**src/rtl/fnd_scan_ctrl_n.sv**
```systemverilog
// N-digit 7-segment scan controller with sequential binary-to-BCD loader.
// Ports: clk/reset, load_valid/ready/value, dot/blink masks, blank_lz, fnd_digit/data, overflow.
module fnd_scan_ctrl_n #(
  parameter int N_DIGITS = 4,
  parameter int DATA_W   = 14,
  parameter int CLK_HZ   = 100_000_000,
  parameter int SCAN_HZ  = 1_000,
  parameter int BLINK_HZ = 2
) (
  input  logic                clk,
  input  logic                reset,
  input  logic                load_valid,
  output logic                load_ready,
  input  logic [DATA_W-1:0]   load_value,
  input  logic [N_DIGITS-1:0] dot_mask,
  input  logic [N_DIGITS-1:0] blink_mask,
  input  logic                blank_lz,
  output logic [N_DIGITS-1:0] fnd_digit,
  output logic [7:0]          fnd_data,
  output logic                overflow
);

  localparam int BW        = 4 * N_DIGITS;
  localparam int SCAN_MAX  = CLK_HZ / SCAN_HZ - 1;
  localparam int BLINK_MAX = CLK_HZ / (2 * BLINK_HZ) - 1;
  localparam int TW        = $clog2(SCAN_MAX + 2);
  localparam int PW        = $clog2(BLINK_MAX + 2);
  localparam int IW        = $clog2(N_DIGITS);
  localparam int CW        = $clog2(DATA_W + 1);
  localparam logic [63:0] LIMIT = 64'(10 ** N_DIGITS);

  localparam logic [1:0] IDLE   = 2'd0;
  localparam logic [1:0] CONV   = 2'd1;
  localparam logic [1:0] COMMIT = 2'd2;

  logic [1:0]           state;
  logic [CW-1:0]        cnt;
  logic [DATA_W-1:0]    bin;
  logic [BW-1:0]        bcd;
  logic [BW-1:0]        adj;
  logic [BW+DATA_W-1:0] shifted;
  logic [BW-1:0]        disp;
  logic                 ovf_pend;
  logic                 accept;

  logic [TW-1:0]        tick;
  logic [IW-1:0]        idx;
  logic [PW-1:0]        bcnt;
  logic                 phase;

  assign load_ready = (state == IDLE);
  assign accept     = load_valid & load_ready;

  always_comb begin
    adj = '0;
    for (int i = 0; i < N_DIGITS; i++) begin
      if (bcd[4*i +: 4] >= 4'd5)
        adj[4*i +: 4] = bcd[4*i +: 4] + 4'd3;
      else
        adj[4*i +: 4] = bcd[4*i +: 4];
    end
  end

  // Digits above N_DIGITS fall off the top of the shift.
  assign shifted = {adj, bin} << 1;

  always_ff @(posedge clk or posedge reset) begin
    if (reset) begin
      state    <= IDLE;
      cnt      <= '0;
      bin      <= '0;
      bcd      <= '0;
      disp     <= '0;
      ovf_pend <= 1'b0;
      overflow <= 1'b0;
    end else begin
      case (state)
        IDLE: begin
          if (accept) begin
            bin      <= load_value;
            bcd      <= '0;
            cnt      <= '0;
            ovf_pend <= (64'(load_value) >= LIMIT);
            state    <= CONV;
          end
        end
        CONV: begin
          bin <= shifted[DATA_W-1:0];
          bcd <= shifted[BW+DATA_W-1:DATA_W];
          if (cnt == CW'(DATA_W - 1))
            state <= COMMIT;
          else
            cnt <= cnt + 1'b1;
        end
        COMMIT: begin
          disp     <= bcd;
          overflow <= ovf_pend;
          state    <= IDLE;
        end
        default: state <= IDLE;
      endcase
    end
  end

  always_ff @(posedge clk or posedge reset) begin
    if (reset) begin
      tick <= '0;
      idx  <= '0;
    end else if (tick == TW'(SCAN_MAX)) begin
      tick <= '0;
      if (idx == IW'(N_DIGITS - 1))
        idx <= '0;
      else
        idx <= idx + 1'b1;
    end else begin
      tick <= tick + 1'b1;
    end
  end

  always_ff @(posedge clk or posedge reset) begin
    if (reset) begin
      bcnt  <= '0;
      phase <= 1'b1;
    end else if (bcnt == PW'(BLINK_MAX)) begin
      bcnt  <= '0;
      phase <= ~phase;
    end else begin
      bcnt <= bcnt + 1'b1;
    end
  end

  assign fnd_digit = ~(N_DIGITS'(1) << idx);

  // zup[i]: digit i and everything above it are zero.
  logic [N_DIGITS-1:0] zup;
  always_comb begin
    zup = '0;
    for (int i = 0; i < N_DIGITS; i++)
      zup[i] = ((disp >> (4 * i)) == '0);
  end

  logic [3:0] nib;
  logic       dm;
  logic       bm;
  logic       zu;
  logic [7:0] dec;
  logic [7:0] base;

  always_comb begin
    nib = '0;
    dm  = 1'b0;
    bm  = 1'b0;
    zu  = 1'b0;
    for (int i = 0; i < N_DIGITS; i++) begin
      if (idx == IW'(i)) begin
        nib = disp[4*i +: 4];
        dm  = dot_mask[i];
        bm  = blink_mask[i];
        zu  = zup[i];
      end
    end
  end

  always_comb begin
    case (nib)
      4'd0:    dec = 8'hC0;
      4'd1:    dec = 8'hF9;
      4'd2:    dec = 8'hA4;
      4'd3:    dec = 8'hB0;
      4'd4:    dec = 8'h99;
      4'd5:    dec = 8'h92;
      4'd6:    dec = 8'h82;
      4'd7:    dec = 8'hF8;
      4'd8:    dec = 8'h80;
      4'd9:    dec = 8'h90;
      default: dec = 8'hFF;
    endcase
  end

  always_comb begin
    base     = dec;
    fnd_data = 8'hFF;
    if (overflow)
      base = 8'hBF;
    else if (blank_lz && (idx != '0) && zu)
      base = 8'hFF;
    // Blink blanking wins outright, including over the dot.
    if (!(bm && !phase))
      fnd_data = {base[7] & ~dm, base[6:0]};
  end

endmodule

```
**config.mk**
```make
export PLATFORM = sky130hd
export DESIGN_NAME = fnd_scan_ctrl_n
export DESIGN_NICKNAME = d
export VERILOG_FILES = /design/src/rtl/fnd_scan_ctrl_n.sv
export SDC_FILE = /design/constraint.sdc
export NUM_CORES = 1
export LEC_CHECK = 0
export CAP_MARGIN = 15
export CORE_MARGIN = 5
export CORE_UTILIZATION = 53
export DETAILED_ROUTE_END_ITERATION = 10
export HOLD_SLACK_MARGIN = 0.05
export PLACE_DENSITY = 0.81
export REMOVE_ABC_BUFFERS = 1
export SLEW_MARGIN = 20
export SYNTH_ARGS = -nofsm -noshare
export SYNTH_HDL_FRONTEND = slang
export SYNTH_SLANG_ARGS = --single-unit
```
**constraint.sdc**
```tcl
create_clock -name clk -period 2.9 [get_ports clk]
set_clock_uncertainty 0.15 [all_clocks]
set_input_delay 0.29 -clock clk [delete_from_list [all_inputs] [get_ports clk]]
set_output_delay 0.29 -clock clk [all_outputs]
set_load 0.1 [all_outputs]
```
# ---- Word-level counts from Yosys, hierarchy flattened
# Memories as Yosys holds them, arrays and structs flattened.
# Index checks and enable logic that the tools add are counted.
dict set report word_totals {
  mem_bits_ro 112
  regBits 99
  word_cells 94
  memories 1
  output_inout_bits 14
}
dict set report classes {
  bitwise_logic 5
  n_mux 36
  order_cmp 5
  n_reduce_logical 16
  n_addsub 8
  eq_ne 11
  n_shift 1
}
# memory depth width read_ports rd_ports_with_merged_regs write_ports line
set memory_table {}
lappend memory_table {{(no name shown)} 16 7 1 0 0 165} ;# case (nib)
# operator n
set ops {}
lappend ops {{$logic_not A16 Y1} 4}
lappend ops {{$mux W4} 9}
lappend ops {{$pmux W16 S2} 1}
lappend ops {{$pmux W14 S2} 1}
lappend ops {{$add A25 B1 Y25 const B} 1}
lappend ops {{$eq A25 B25 Y1 const B} 1}
lappend ops {{$mux W25} 1}
lappend ops {{$mux W8} 3}
lappend ops {{$add A17 B1 Y17 const B} 1}
lappend ops {{$eq A17 B17 Y1 const B} 1}
lappend ops {{$mux W17} 1}
lappend ops {{$ge A4 B3 Y1 const B} 4}
lappend ops {{$mux W16} 1}
lappend ops {{$ge A14 B14 Y1 const B} 1}
lappend ops {{$mux W14} 1}
lappend ops {{$add A4 B2 Y4 const B} 3}
lappend ops {{$mux W1} 12}
lappend ops {{$pmux W4 S2} 1}
lappend ops {{$eq A2 B2 Y1 const B} 3}
lappend ops {{$mux W2} 3}
lappend ops {{$reduce_and A2 Y1} 3}
lappend ops {{$add A4 B1 Y4 const B} 1}
lappend ops {{$eq A2 B1 Y1 const B} 2}
lappend ops {{$eq A4 B4 Y1 const B} 1}
lappend ops {{15 further kinds} 22}

# ---- Depth between registers and ports, before layout
dict set report logic_depth {
  depth_word 10
  ltp_mapped 12
}

# ---- Worst setup path after synthesis
# OpenSTA, ideal clock, no wires.
dict set report synth_timing {
  path_kind {reg2out}
  start {register idx[0]}
  end {output fnd_data[6]}
  n_path_buf 1
  arrival_time_ns 5.511
  path_stages_with_launch 8
  setup_slack_ns -3.051
  t_required_ns 2.460
  path_cell_list {dfrtp_1 -> ha_1 -> buf_2 -> inv_1 -> o22ai_1 -> a31oi_2 -> xnor2_1 -> o311ai_0}
}
dict set report synth_via {
  elab_chain_cells 9
  word_cells_on_any_way 24
  classes_between {3 x eq/ne; 15 x mux; 5 x reduce/logical; 1 x memory}
}
# item line
set synth_lines {}
lappend synth_lines {{from (decl)} 47} ;# logic [IW-1:0] idx;
lappend synth_lines {{from (signal assigned)} 114} ;# idx <= idx + 1'b1;
lappend synth_lines {{$logic_not A2 Y1} 155} ;# if (idx == IW'(i)) begin
lappend synth_lines {{$mux W4 / $mux W1 (equally long branches) (4 in a row)} 155}
lappend synth_lines {{$mem_v2 Z16 W7 / $logic_and A1 B1 Y1 (equally long branches)} -}
lappend synth_lines {{$mux W8} 185} ;# else if (blank_lz && (idx != '0) && zu)
lappend synth_lines {{$mux W8} 183} ;# if (overflow)
lappend synth_lines {{$mux W8 (*)} 188} ;# if (!(bm && !phase))
lappend synth_lines {{to (decl)} 19} ;# output logic [7:0] fnd_data,
# Mark *: on every way between the ends. The rest lies on a longest branch, timed or not.

# ---- Worst setup path in the final report
dict set report layout_timing {
  start {register idx[1]}
  end {output fnd_data[3]}
}
# Same word-level chain as after synthesis.

==> metrics.md <==
| Metric | Value |
|---|---|
| Total track usage | 19.4% |
| Slew Limit Fails | 0 |
| CTS hold repair buffers | 0 |
| DRC violations left | 0 |
| CTS tree | yes |
| Dpl hpwl | between 7000 and 8000 um |
| Clock sinks | 99 |
| Slew @ Worst Pin | about 0.9 ns |
| Final worst path period share | 100% |
| GRT met1 Usage | 25.2% |
| Critical Path Max Stage Delay | ~0.42 ns |
| Design Power | ~0.005 W |
| Vias in the first global route | slightly above 4k |
| Global-route wire length before repair | between 15000 and 20000 um |
| Internal reg-to-reg setup slack | approximately 0.7 ns |
| Number of port buffers | 39 |
| Final hold vios | 0 |
| Row cnt | 36 |
| Die H | around 110 um |
| RSZ-0062 raised after global routing | true |
| Drt via density | between 5 and 6 |
| Initial antenna violation count | 0 |
| Primary FF master, synth | dfrtp_1 |
| Mapped Area | between 5000 and 6000 um^2 |
| Layout cell share with drive strength beyond 1 | 17.3% |
| Post-Syn Area per Cell | about 9.7 um^2 |
| Path depth of the worst reg2reg path | 5 |
| Crit path launch type | flip-flop |
| Maximum VDD drop | around 0.48 mV |
| Total gr overflow | 0 |
| Synthesis-to-finish area growth | 22.0% |
| Final setup violating endpoints | 1 |
| Routability Congestion | 0.933 |
| Total number of vias | slightly above 4k |
| Grt met3 use | 3.26% |
| Final #Nets | between 600 and 700 |
| Outcome | finished with violations |
| Die area | approximately 12000 um^2 |
| Drt wl/cell | around 15 um |
| Clk Tree Root Cell | clkbuf_8 |
| CP cell instances | inv_2, ha_4, nand3b_1, a311oi_1, buf_4, nor2b_2, nor3_2, o21ai_2, clkbuf_16 |
| Max Cap Viol | 0 |
| Async S/R FF share, synth | 100% |
| Worst Path Class, Setup | flip-flop to output pin |
| Drt total wl | between 10000 and 15000 um |
| Library cells used by synthesis | 49 |
| CP arrival | around 2.5 ns |
| Num CTS Buffers | 9 |
| Most frequent cells in the layout | 97 x dfrtp_1, 59 x nand2_1, 45 x o21ai_0 |
| Ys Warns | 0 |
| Worst min path class | input pin to async pin |
| Peak Freq | around 0.34 GHz |
| R2r startpoint | bcnt[0] |
| Commonest non-fill, non-tap cell in the layout | dfrtp_1 |
| CP required | approximately 2.5 ns |
| Fillers | 750 |
| Clk slew on worst S/H paths | 0.10 ns |
| Placed Instance Area | 5800 um^2 |
| Starting density of the core | a little over half |
| Post-Syn Instances | ~530 |
| Setup WS post-layout | -0.00564 ns |
| Largest net degree at the start of global routing | 100 |
| Number of synthesized flops with an enable pin | 0 |
| Max H-tree Level | 3 |
| Crit Path Max Fanout | 13 |
| Non-filler instance count after layout | just over 700 |
| Register area share after synthesis | a little under half |
| Setup Slack @ Placement | about 0.093 ns |
| Flops & latches, synth | around 100 |
| ANT cells | 0 |
| Critical Path End | fnd_data[3] |
| 1st-pass router iterations | 6 |
| Worst Setup SP | idx[1] |
| Min cycle time layout | about 2.9 ns |
| Clock Path Buffers | 2 |
| CP endpoint kind | output pin |
| Most crowded layer after global routing | met2 |
| I/O Pins | 40 |
| RR Endpoint | bcnt[14] |
| PD cells | approximately 770 nW/um^2 |
| 1st-iter DRT viols | between 200 and 300 |
| Routed Antenna Nets | 0 |
| Crit-path slowest cell | dfrtp_1 |
| Leak pwr | around 2.7 nW |
| Met2 Usage GRT | 32.6% |
| Failing checks | negative setup slack |
| Core Area | 9640 um^2 |
| Worst-Skew Late Latency | 0.36 ns |
| Rel. slew slack | 40.2% |
| Chip Width | ~110 um |
| Placed cells | between 600 and 700 |
| Final instance area | between 6000 and 7000 um^2 |
==> metal layers <==
metal	vias up	share of wire (%)
met5	-	0
met4	0	1.4
met3	11	4.0
met2	100	51
met1	1996	44
li1	1941	-
==> cells by family after synthesis <==
family	Yosys count	share of synthesized area, %
buffers and inverters	47	3.72
DFF	99	47.9
xor gates and xnor gates	41	6.94
adders and majority gates	21	5.08
muxes	24	4.84
AOI/OAI and AO/OA	96	10.9
and+or+nand+nor	204	20.6
==> critical path: cells and delay by family (launching register included) <==
kind / cells / cell delay (ns)
fa+ha+maj: 1 / 0.20
compound gates: 2 / 0.50
buf+inv: 3 / 0.60
simple gates: 3 / 0.40
flops: 1 / 0.42
==> report_power, final <==
part | switching [W] | total [W] | internal, W
clock network | 0.000492 | 0.000990 | 0.000498
registers | 0.000266 | 0.00194 | 0.00167
logic | 0.00116 | 0.00195 | 0.000792
total | 0.00192 | 0.00488 | 0.00296
==> what timing repair did <==
item	in CTS	in global routing
pin swaps	5	9
resized for setup	25	34
buffers inserted	5	1
setup endpoints to repair	7	7
==> through the flow <==
stage                     hold slack, ns  utilization [%]  TNS (ns)
after floorplan                    0.273                -    -26.43
after global placement             0.313             60.2         0
after detailed placement           0.321             60.2         0
after CTS                          0.233             63.7  -0.00928
after global routing               0.259             65.5    -0.444
final                              0.208             65.5  -0.00564
==> layout make-up <==
class / count / area [um^2] / area share (%)
clock buffer: 10 / 128 / 2.02
inverter: 27 / 108 / 1.70
sequential: 99 / 2480 / 39.3
tap: 133 / 166 / 2.64
multi-input combinational: 386 / 2710 / 42.9
timing repair buffer: 56 / 629 / 9.97
clock inverter: 6 / 95.1 / 1.51
==> cells in the mapped netlist, drive strengths merged, types with 2 or more instances <==
library cell | count | share of area, %
a211oi | 4 | 0.58
a21oi | 19 | 1.8
a22o | 2 | 0.34
a311o | 2 | 0.39
a311oi | 3 | 0.51
a31oi | 3 | 0.48
and3 | 7 | 0.85
and4 | 6 | 1.0
buf | 8 | 0.89
clkbuf | 12 | 0.87
dfrtp | 98 | 47
ha | 21 | 5.1
inv | 27 | 2.0
mux2 | 8 | 1.7
mux2i | 16 | 3.1
nand2 | 59 | 4.3
nand2b | 13 | 1.6
nand3 | 24 | 2.3
nand3b | 4 | 0.58
nand4 | 11 | 1.5
nor2 | 39 | 2.9
nor2b | 9 | 1.1
nor3 | 15 | 2.1
nor3b | 4 | 0.58
nor4 | 5 | 0.60
nor4b | 3 | 0.51
o21ai | 51 | 4.9
o22ai | 2 | 0.24
o311ai | 2 | 0.34
o31ai | 3 | 0.44
or3 | 2 | 0.24
or4 | 2 | 0.36
xnor2 | 27 | 4.6
xor2 | 14 | 2.4
==> state kept, by name, summed over array words and instances, names as in the netlist <==
register and flops:
tick 17, disp 16, ovf_pend 1, bcd 16
state 2, overflow 1, phase 1, idx 2
bin 14, cnt 4, bcnt 25
==> how the worst min path moves through the flow <==
| stage | cells after the start | startpoint | slack, ns | end |
|---|---|---|---|---|
| final | 3 | reset | 0.21 | tick[1] |
| after global routing | 3 | reset | 0.26 | tick[13] |
| after CTS | 3 | reset | 0.23 | tick[2] |
| after detailed placement | 2 | bin[10] | 0.32 | bin[10] |
| after global placement | 2 | bin[6] | 0.31 | bin[6] |
| after floorplan | 1 | load_value[0] | 0.27 | bin[0] |
No activity file was read; power rests on OpenSTA's default activity.
